$ cat src/rtl/mem_bus_pkg.sv
// mem_bus_pkg: shared definitions for the memory-access stage.
//   - mem_op_e     : memory opcode encoding carried on mem_op.
//   - mem_state_e  : bus FSM state encoding.
//   - Stop/NoStop, reset-enable and write-disable levels.
//   - Opcode classification helpers used by mem_bus and mem_align.
package mem_bus_pkg;

  typedef enum logic [3:0] {
    MEM_NOP = 4'd0,
    MEM_LB  = 4'd1,
    MEM_LBU = 4'd2,
    MEM_LH  = 4'd3,
    MEM_LHU = 4'd4,
    MEM_LW  = 4'd5,
    MEM_SB  = 4'd6,
    MEM_SH  = 4'd7,
    MEM_SW  = 4'd8
  } mem_op_e;

  typedef enum logic [1:0] {
    MEMS_IDLE = 2'd0,
    MEMS_REQ  = 2'd1,
    MEMS_DONE = 2'd2
  } mem_state_e;

  localparam logic RST_ENABLE    = 1'b1;
  localparam logic STOP          = 1'b1;
  localparam logic NO_STOP       = 1'b0;
  localparam logic REG_W_DISABLE = 1'b0;
  // Bit of the ctrl stall vector that freezes the mem_wb register.
  localparam int   STALL_MEMWB_BIT = 4;

  function automatic logic op_is_load(input logic [3:0] op);
    return op inside {MEM_LB, MEM_LBU, MEM_LH, MEM_LHU, MEM_LW};
  endfunction

  function automatic logic op_is_store(input logic [3:0] op);
    return op inside {MEM_SB, MEM_SH, MEM_SW};
  endfunction

  // Halfwords need an even address, words need a multiple of four.
  function automatic logic op_misaligned(input logic [3:0] op, input logic [1:0] off);
    return ((op inside {MEM_LH, MEM_LHU, MEM_SH}) && off[0]) ||
           ((op inside {MEM_LW, MEM_SW}) && (off != 2'b00));
  endfunction

endpackage

$ cat src/rtl/mem_bus_align.sv
// mem_align: purely combinational big-endian lane logic.
//   i_op        : memory opcode
//   i_off       : byte offset within the word (addr[1:0])
//   i_rt        : store operand
//   i_rdata     : latched read word
//   o_sel       : byte-lane enables, bit 3 = bits 31:24
//   o_wdata     : store data replicated onto every candidate lane
//   o_load_data : selected and sign/zero-extended load result
module mem_align
  import mem_bus_pkg::*;
(
  input  logic [3:0]  i_op,
  input  logic [1:0]  i_off,
  input  logic [31:0] i_rt,
  input  logic [31:0] i_rdata,
  output logic [3:0]  o_sel,
  output logic [31:0] o_wdata,
  output logic [31:0] o_load_data
);

  // Byte at offset k lives in bits 31-8k..24-8k (big-endian).
  logic [7:0]  w_byte [4];
  logic [7:0]  w_ld_byte;
  logic [15:0] w_ld_half;

  genvar gi;
  generate
    for (gi = 0; gi < 4; gi++) begin : g_lane
      assign w_byte[gi] = i_rdata[31-8*gi -: 8];
    end
  endgenerate

  assign w_ld_byte = w_byte[i_off];
  assign w_ld_half = i_off[1] ? i_rdata[15:0] : i_rdata[31:16];

  always_comb begin
    o_sel   = 4'b0000;
    o_wdata = i_rt;
    case (i_op)
      MEM_LB, MEM_LBU, MEM_SB: begin
        o_sel   = 4'b1000 >> i_off;
        o_wdata = {4{i_rt[7:0]}};
      end
      MEM_LH, MEM_LHU, MEM_SH: begin
        o_sel   = i_off[1] ? 4'b0011 : 4'b1100;
        o_wdata = {2{i_rt[15:0]}};
      end
      MEM_LW, MEM_SW: o_sel = 4'b1111;
      default: ;
    endcase
  end

  always_comb begin
    o_load_data = i_rdata;
    case (i_op)
      MEM_LB:  o_load_data = {{24{w_ld_byte[7]}}, w_ld_byte};
      MEM_LBU: o_load_data = {24'd0, w_ld_byte};
      MEM_LH:  o_load_data = {{16{w_ld_half[15]}}, w_ld_half};
      MEM_LHU: o_load_data = {16'd0, w_ld_half};
      default: ;
    endcase
  end

endmodule

$ cat src/rtl/mem_bus.sv
// mem_bus: memory-access pipeline stage between ex_mem and mem_wb.
//   clk, rst        : clock, synchronous active-high reset
//   stall[5:0]      : ctrl stall vector, bit 4 freezes mem_wb
//   mem_op/addr/store_data, ex_reg_* : instruction from ex_mem
//   dbus_ack/rdata  : bus completion and read word
//   dbus_req/we/sel/addr/wdata : registered bus request
//   mem_reg_*       : write-back triple to mem_wb
//   stallreq_mem    : combinational stall request to ctrl
//   excp_adel/ades  : combinational misaligned load/store flags
module mem_bus
  import mem_bus_pkg::*;
(
  input  logic        clk,
  input  logic        rst,
  input  logic [5:0]  stall,
  input  logic [3:0]  mem_op,
  input  logic [31:0] mem_addr,
  input  logic [31:0] mem_store_data,
  input  logic [4:0]  ex_reg_waddr,
  input  logic        ex_reg_we,
  input  logic [31:0] ex_reg_wdata,
  input  logic        dbus_ack,
  input  logic [31:0] dbus_rdata,
  output logic        dbus_req,
  output logic        dbus_we,
  output logic [3:0]  dbus_sel,
  output logic [31:0] dbus_addr,
  output logic [31:0] dbus_wdata,
  output logic [4:0]  mem_reg_waddr,
  output logic        mem_reg_we,
  output logic [31:0] mem_reg_wdata,
  output logic        stallreq_mem,
  output logic        excp_adel,
  output logic        excp_ades
);

  mem_state_e  r_state;
  mem_state_e  w_state_next;
  logic        r_dbus_req;
  logic        r_dbus_we;
  logic [3:0]  r_dbus_sel;
  logic [31:0] r_dbus_addr;
  logic [31:0] r_dbus_wdata;
  logic [31:0] r_rdata;

  logic        w_is_load;
  logic        w_is_store;
  logic        w_misalign;
  logic        w_access;
  logic [3:0]  w_sel;
  logic [31:0] w_wdata;
  logic [31:0] w_load_data;
  logic        w_unused;

  assign w_unused = ^{stall[5], stall[3:0]};

  mem_align u_align (
    .i_op        (mem_op),
    .i_off       (mem_addr[1:0]),
    .i_rt        (mem_store_data),
    .i_rdata     (r_rdata),
    .o_sel       (w_sel),
    .o_wdata     (w_wdata),
    .o_load_data (w_load_data)
  );

  assign w_is_load  = op_is_load(mem_op);
  assign w_is_store = op_is_store(mem_op);
  assign w_misalign = op_misaligned(mem_op, mem_addr[1:0]);
  // A misaligned op never touches the bus and never stalls.
  assign w_access   = (w_is_load || w_is_store) && !w_misalign;

  assign excp_adel = w_is_load && w_misalign;
  assign excp_ades = w_is_store && w_misalign;

  // State register plus bus/read-latch registers.
  always_ff @(posedge clk) begin
    if (rst == RST_ENABLE) begin
      r_state      <= MEMS_IDLE;
      r_dbus_req   <= 1'b0;
      r_dbus_we    <= 1'b0;
      r_dbus_sel   <= 4'b0000;
      r_dbus_addr  <= 32'd0;
      r_dbus_wdata <= 32'd0;
      r_rdata      <= 32'd0;
    end else begin
      r_state <= w_state_next;
      case (r_state)
        MEMS_IDLE: begin
          if (w_access) begin
            r_dbus_req   <= 1'b1;
            r_dbus_we    <= w_is_store;
            r_dbus_sel   <= w_sel;
            r_dbus_addr  <= {mem_addr[31:2], 2'b00};
            r_dbus_wdata <= w_wdata;
          end
        end
        MEMS_REQ: begin
          if (dbus_ack) begin
            r_rdata    <= dbus_rdata;
            r_dbus_req <= 1'b0;
          end
        end
        default: ;
      endcase
    end
  end

  // Next-state logic.
  always_comb begin
    w_state_next = r_state;
    case (r_state)
      MEMS_IDLE: if (w_access) w_state_next = MEMS_REQ;
      MEMS_REQ:  if (dbus_ack) w_state_next = MEMS_DONE;
      MEMS_DONE: if (stall[STALL_MEMWB_BIT] == NO_STOP) w_state_next = MEMS_IDLE;
      default:   w_state_next = MEMS_IDLE;
    endcase
  end

  // Output logic: non-memory ops pass straight through; loads swap in the
  // extended read data only once the access has completed.
  always_comb begin
    stallreq_mem  = w_access && (r_state != MEMS_DONE);
    mem_reg_waddr = ex_reg_waddr;
    mem_reg_we    = ex_reg_we;
    mem_reg_wdata = ex_reg_wdata;
    if (w_misalign || stallreq_mem) begin
      mem_reg_we = REG_W_DISABLE;
    end
    if ((r_state == MEMS_DONE) && w_access && w_is_load) begin
      mem_reg_wdata = w_load_data;
    end
  end

  assign dbus_req   = r_dbus_req;
  assign dbus_we    = r_dbus_we;
  assign dbus_sel   = r_dbus_sel;
  assign dbus_addr  = r_dbus_addr;
  assign dbus_wdata = r_dbus_wdata;

endmodule

$ cat config.mk
export PLATFORM = sky130hd
export DESIGN_NAME = mem_bus
export DESIGN_NICKNAME = d
export VERILOG_FILES = /design/src/rtl/mem_bus_pkg.sv /design/src/rtl/mem_bus_align.sv /design/src/rtl/mem_bus.sv
export SDC_FILE = /design/constraint.sdc
export NUM_CORES = 1
export LEC_CHECK = 0
export ABC_AREA = 1
export CORE_MARGIN = 2
export CORE_UTILIZATION = 40
export CTS_BUF_LIST = sky130_fd_sc_hd__clkbuf_4 sky130_fd_sc_hd__clkbuf_8
export CTS_CLUSTER_SIZE = 30
export DETAILED_ROUTE_END_ITERATION = 8
export PLACE_DENSITY_LB_ADDON = 0.2
export SLEW_MARGIN = 30
export SYNTH_ARGS = -nofsm -noshare
export SYNTH_HDL_FRONTEND = slang
export SYNTH_SLANG_ARGS = --single-unit
$ cat constraint.sdc
create_clock -name clk -period 2.14 [get_ports clk]
set_input_delay 0.214 -clock clk [delete_from_list [all_inputs] [get_ports clk]]
set_output_delay 0.214 -clock clk [all_outputs]
set_load 0.02 [all_outputs]
Word level (Yosys, flattened, before mapping)
Index checks and enable logic that the tools add are counted.
- flip-flop bits (word level): 102
- input port bits: 147
- logic and storage cells: 67
- order comparisons: 1
- equal/unequal tests: 14
- shift-type cells: 1
- mux-type cells: 17
- bitwise logic cells: 1
- reductions and logical operators: 26
- operators with widths (kind ; number):
    one-hot mux 32 bit (4 select lines) ; 1
    one-hot mux 32 bit (2 select lines) ; 1
    2-to-1 mux 32 bit ; 1
    binary-select mux 8 bit (select 2 bit) ; 1
    == test 4 x 3 -> 1 bit (second input constant) ; 4
    2-to-1 mux 16 bit ; 1
    2-to-1 mux 8 bit ; 2
    one-hot mux 4 bit (3 select lines) ; 1
    == test 4 x 2 -> 1 bit (second input constant) ; 2
    logical AND 1 bit ; 8
    inequality test 2 bit (second input constant) ; 4
    2-to-1 mux 2 bit ; 3
    one-hot mux 2 bit (3 select lines) ; 1
    AND reduction 3 bit ; 2
    nonzero test 2 bit ; 3
    nonzero test 3 bit ; 2
    OR reduction 3 bit ; 2
    nonzero test 5 bit ; 1
    == test 4 x 1 -> 1 bit (second input constant) ; 1
    == test 4 bit (second input constant) ; 1
    2-to-1 mux 4 bit ; 1
    AND reduction 2 bit ; 2
    >> shifter 4 x 2 -> 4 bit (first input constant) ; 1
    >= comparator 3 bit (second input constant) ; 1
    9 further kinds ; 13

Logic depth before layout (Yosys ltp)
- word-level depth: 9
- gate-level depth with buffers: 13
- mapped depth without buffers: 11

Cells and area by module
From an unflattened synthesis, not the netlist that was laid out.
- cells, all modules: 1097
- area total of the unflattened synthesis: 6394.9 um2
- modules (own cells, without submodules) (module ; instances ; cells each ; area an instance (um2)):
    mem_bus ; 1 ; 736 ; 4775.8
    mem_align ; 1 ; 361 ; 1619.1

Worst setup path after synthesis
Ideal clock, no wire load.
- kind: input -> output
- start: in mem_op[0]
- end: out mem_reg_wdata[19]
- data arrival time: 1.492 ns
- required time: 1.926 ns
- slack: 0.434 ns
- cell stages on the path: 10
- path through: nand2_1 > inv_2 > nand2_1 > nand2_2 > nor2_2 > nand2_1 > nand2_1 > clkbuf_1 > o21ai_0 > nand2_1
- word-level cells in the longest chain between the ends: 9
- ends and longest elaborated chain (what ; RTL line ; text):
    start, declared ; mem_bus.sv:16 ; input logic [3:0] mem_op,
    == test 4 x 2 -> 1 bit, or another cell as far along ; mem_bus_pkg.sv:34, mem_bus_pkg.sv:43, mem_bus_align.sv:55 ;
    nonzero test 3 bit or nonzero test 2 bit (tied branches) ; mem_bus_pkg.sv:43, mem_bus_pkg.sv:44 ;
    logical AND 1 bit, on equally long branches ; mem_bus_pkg.sv:43, mem_bus_pkg.sv:44 ;
    logical OR 1 bit ; mem_bus_pkg.sv:43 ; return ((op inside {MEM_LH, MEM_LHU, MEM_SH}) && off[0]) ||
    zero test 1 bit ; mem_bus.sv:71 ; assign w_access = (w_is_load || w_is_store) && !w_misalign;
    logical AND 1 bit ; mem_bus.sv:71 ;
    logical AND 1 bit (2 in series) ; mem_bus.sv:130 ; if ((r_state == MEMS_DONE) && w_access && w_is_load) begin
    2-to-1 mux 32 bit * ; mem_bus.sv:130 ;
    end, declared ; mem_bus.sv:31 ; output logic [31:0] mem_reg_wdata,
Mark *: on every way between the ends. The rest lies on a longest branch, timed or not.

Worst setup path in the final report
- start: reg r_rdata[31]
- end: out mem_reg_wdata[28]
- word-level cells in the longest chain between the ends: 5
- ends and longest elaborated chain (what ; RTL line ; text):
    start, declared ; mem_bus.sv:44 ; logic [31:0] r_rdata;
    start signal, assigned ; mem_bus.sv:100 ; r_rdata <= dbus_rdata;
    binary-select mux 8 bit (select 2 bit) ; mem_bus_align.sv:33 ; assign w_ld_byte = w_byte[i_off];
    2-to-1 mux 8 bit (implied by the code) (2 in series) ; mem_bus_align.sv:33 ;
    one-hot mux 32 bit (4 select lines) * ; mem_bus_align.sv:55 ; case (i_op)
    2-to-1 mux 32 bit * ; mem_bus.sv:130 ;
Mark *: on every way between the ends. The rest lies on a longest branch, timed or not. The select of a mux whose other input is x is not followed.

==> reports/results.env <==
RUN_STATUS='finished, final reports clean'
CLK_LATENCY_NS=0.37
SHARE_OF_POWER_BURNED_IN_THE_CLOCK_NETWORK=0.234
FINALCRITICALPERIOD_NS=2.04
CHIPWIDTH_MICRONS=124
GRT_USE_TOTAL=0.233
CTSROOTBUFFERMASTER='sky130_fd_sc_hd__clkbuf_8'
STARTPOINT_CLASS='flop'
POST_ROUTE_DESIGN_AREA_SQ_MM=0.00870
CLKSLEWWORSTSETUPHOLDPATHS_NS=0.10
FMAX_GHz=0.490
DRT-PASS1-ITER-COUNT=5
GLOBAL_ROUTE_WIRE_LENGTH_BEFORE_REPAIR_MICRONS=28200
SETUP_VIOL_COUNT_FINAL=0
SEQPWRFRAC=0.399
MAX-CAP-VIOLATIONS=0
TOTALNEGATIVESETUPSLACK_NS=0
SHARE_COMB_OF_TOTAL_POWER=0.367
SETUP.WORST_PATH.CLASS='flop to output port'
GRT_PASS1_VIAS=5774
MIN-DELAY-PATH-CLASS='input port to flop'
P_SW_FRAC=0.336
TIMING.CRITICAL_PATH.TO_TYPE='output port'
STATIC-LEAKAGE-POWER_nW=4.15
P_TOTAL_mW=5.63
GRT_START_MAX_NET_PINS=68
FINAL_LAYOUT_SIZE_SUFFIX_GT1_FRAC=0.0965
PORT_BUFFERS=240
VDD_IR_DROP_MAX_uV=473
POST_DP_CELL_AREA_SQ_MM=0.00847
DIE_HEIGHT_MICRONS=124
ROUTE.ANTENNA.REMAINING_NETS=0
REPORT.FINAL.SLEW_VIOL_COUNT=0
NUMBER_OF_CLOCK_BUFFERS_INSERTED_BY_TRITONCTS=9
INITIAL_UTILIZATION=0.411
IO-PIN-COUNT=258
LAYOUT_COMMON_CELLS='sky130_fd_sc_hd__nand2_1, sky130_fd_sc_hd__clkdlybuf4s50_1, sky130_fd_sc_hd__nor2_1, sky130_fd_sc_hd__inv_1, sky130_fd_sc_hd__dfxtp_1'
FIN_WORST_SKEW_NS=0.00855
ROUTE.DETAILED.VIAS_PER_INST=4.68
PLACEDCELLCOUNT=1374
FIN_NETS=1356
CLK_PATH_BUF_DEPTH=2
DRT_ITER0_DRC=418
ANTENNA_CELLS=0
WORST-PATH-MAX-FANOUT=24
FP-ROW-COUNT=43
DIEAREA_SQ_MM=0.0153
FINALHOLDVIOLCOUNT=0
ANTENNA_FOUND_INITIAL=0
FINISH.UTILIZATION=0.624
FLOORPLAN_CORE_AREA_SQ_MM=0.0139
TIMING.FINAL.CRIT_SHARE=0.954
OVERFLOW=0
SYN2LAYOUT_AREA_GROWTH_PCT=51.9
FINALHOLDWORSTSLACK_NS=0.396
YS_FF_LATCH=102
PLACE_CONGESTION=0.853
PRECTSSETUPSLACK_NS=-0.470
POWER.DENSITY_mW_PER_MM2=647
YS_SEQ_AREA_FRAC=0.356
SYNTHESIS.YOSYS.WARNINGS=0
TRITONCTS='done'
DP_HPWL_MICRONS=13700
CRIT_REQUIRED_NS=1.93
SYNTH.AVG_CELL_AREA_SQ_UM=5.91
CP.ARRIVAL_NS=1.83
SYNTH_CELL_TYPES=23
HTREEDEPTH=3
POST_LAYOUT_NONFILLER_INSTANCES=1392
WL_PER_CELL_MICRONS=13.3
SYNTH_AREA_LEADER_CELL='sky130_fd_sc_hd__dfxtp_1'
SYNTH.CELL_AREA_SQ_MM=0.00573
SYNTH_LARGEST_TYPE_AREA_FRACTION=0.356
DETAILROUTE.VIA_COUNT=6510
INTERNAL-POWER_mW=3.74
NETLIST_TOP_CELLS_AREA='sky130_fd_sc_hd__dfxtp_1, sky130_fd_sc_hd__nand2_1, sky130_fd_sc_hd__nor2_1, sky130_fd_sc_hd__inv_1, sky130_fd_sc_hd__o21ai_0'
SETUP_WS_NS=0.0982
LAYOUT_COMMONEST_CELL='sky130_fd_sc_hd__nand2_1'
POWER.NET_SWITCHING_mW=1.89
TOTALWIRELENGTH_MICRONS=18500
CTS.SINK_COUNT=102
SYN_INST=969
POST-ROUTE-DRC-COUNT=0
cells by family (layout without fill, tap and decap cells):
| group | after synthesis | after routing | share of synthesized area |
|---|---|---|---|
| flops | 102 | 102 | 0.356 |
| other cells | 1 | 2 | 0.000654 |
| buf+inv | 193 | 435 | 0.142 |
| simple gates | 513 | 513 | 0.351 |
| compound gates | 160 | 160 | 0.150 |
power groups by stage:
stage	logic, mW	clock network (mW)	registers (mW)
6_report	2.07	1.32	2.25
5_1_grt	2.28	1.42	2.28
4_1_cts	2.07	1.35	2.25
3_5_place_dp	2.08	0	2.29
3_3_place_gp	2.06	0	2.28
2_1_floorplan	0.911	0	2.50
final cells by class:
class | instances | area [sq um]
clock buffers | 10 | 131
multi-input cells | 675 | 2920
inverters | 130 | 488
repair buffers | 291 | 2820
flip-flops and latches | 102 | 2040
clock inverters | 4 | 73.8
well taps | 180 | 225
fillers | 1371 | 5230
registers in the layout (all words and copies together) (netlist names):
signal,count
dbus_sel,4
dbus_addr,30
dbus_wdata,32
dbus_req,1
dbus_we,1
r_state,2
r_rdata,32
layer usage:
| layer | track usage | share of wire | wire length (microns) |
|---|---|---|---|
| met5 | 0 | 0 | 0 |
| met4 | 0.0746 | 0.020 | 362 |
| met3 | 0.0783 | 0.11 | 2010 |
| met2 | 0.360 | 0.44 | 8060 |
| met1 | 0.305 | 0.43 | 8020 |
worst max-delay path, stage by stage, from the launching register on:
cell                              delay [ns]
sky130_fd_sc_hd__dfxtp_1                0.32
sky130_fd_sc_hd__buf_4                  0.13
sky130_fd_sc_hd__nand3_1                0.10
sky130_fd_sc_hd__o2111ai_2              0.15
sky130_fd_sc_hd__nand2_2                0.13
sky130_fd_sc_hd__buf_12                 0.15
sky130_fd_sc_hd__nand3_1                0.09
sky130_fd_sc_hd__nand2_1                0.08
sky130_fd_sc_hd__nand2_1                0.05
sky130_fd_sc_hd__clkdlybuf4s15_2        0.24
Yosys cell counts, drive strengths merged:
cell type	number
o211ai	15
inv	129
o22ai	14
a21oi	39
conb	1
nor3	1
o2111ai	1
nand3	43
o21ai	91
buf	30
nor2	147
clkinv	1
nand2	322
clkbuf	33
dfxtp	102
worst paths after layout:
check	startpoint	to	slack, ns	cells after the start
setup / recovery	r_rdata[31]	mem_reg_wdata[28]	0.1	9
hold / removal	stall[4]	r_state[1]	0.40	3
setup reg to reg	r_state[0]	r_rdata[17]	0.58	6
hold reg to reg	r_rdata[31]	r_rdata[31]	0.48	2
what timing repair did:
item,CTS,global route
hold buffers,0,0
setup endpoints to repair,36,32
cloned,1,0
pin swaps,2,5
gates resized for setup,131,29
setup buffers,1,2
(Power assumes the default switching activity.)
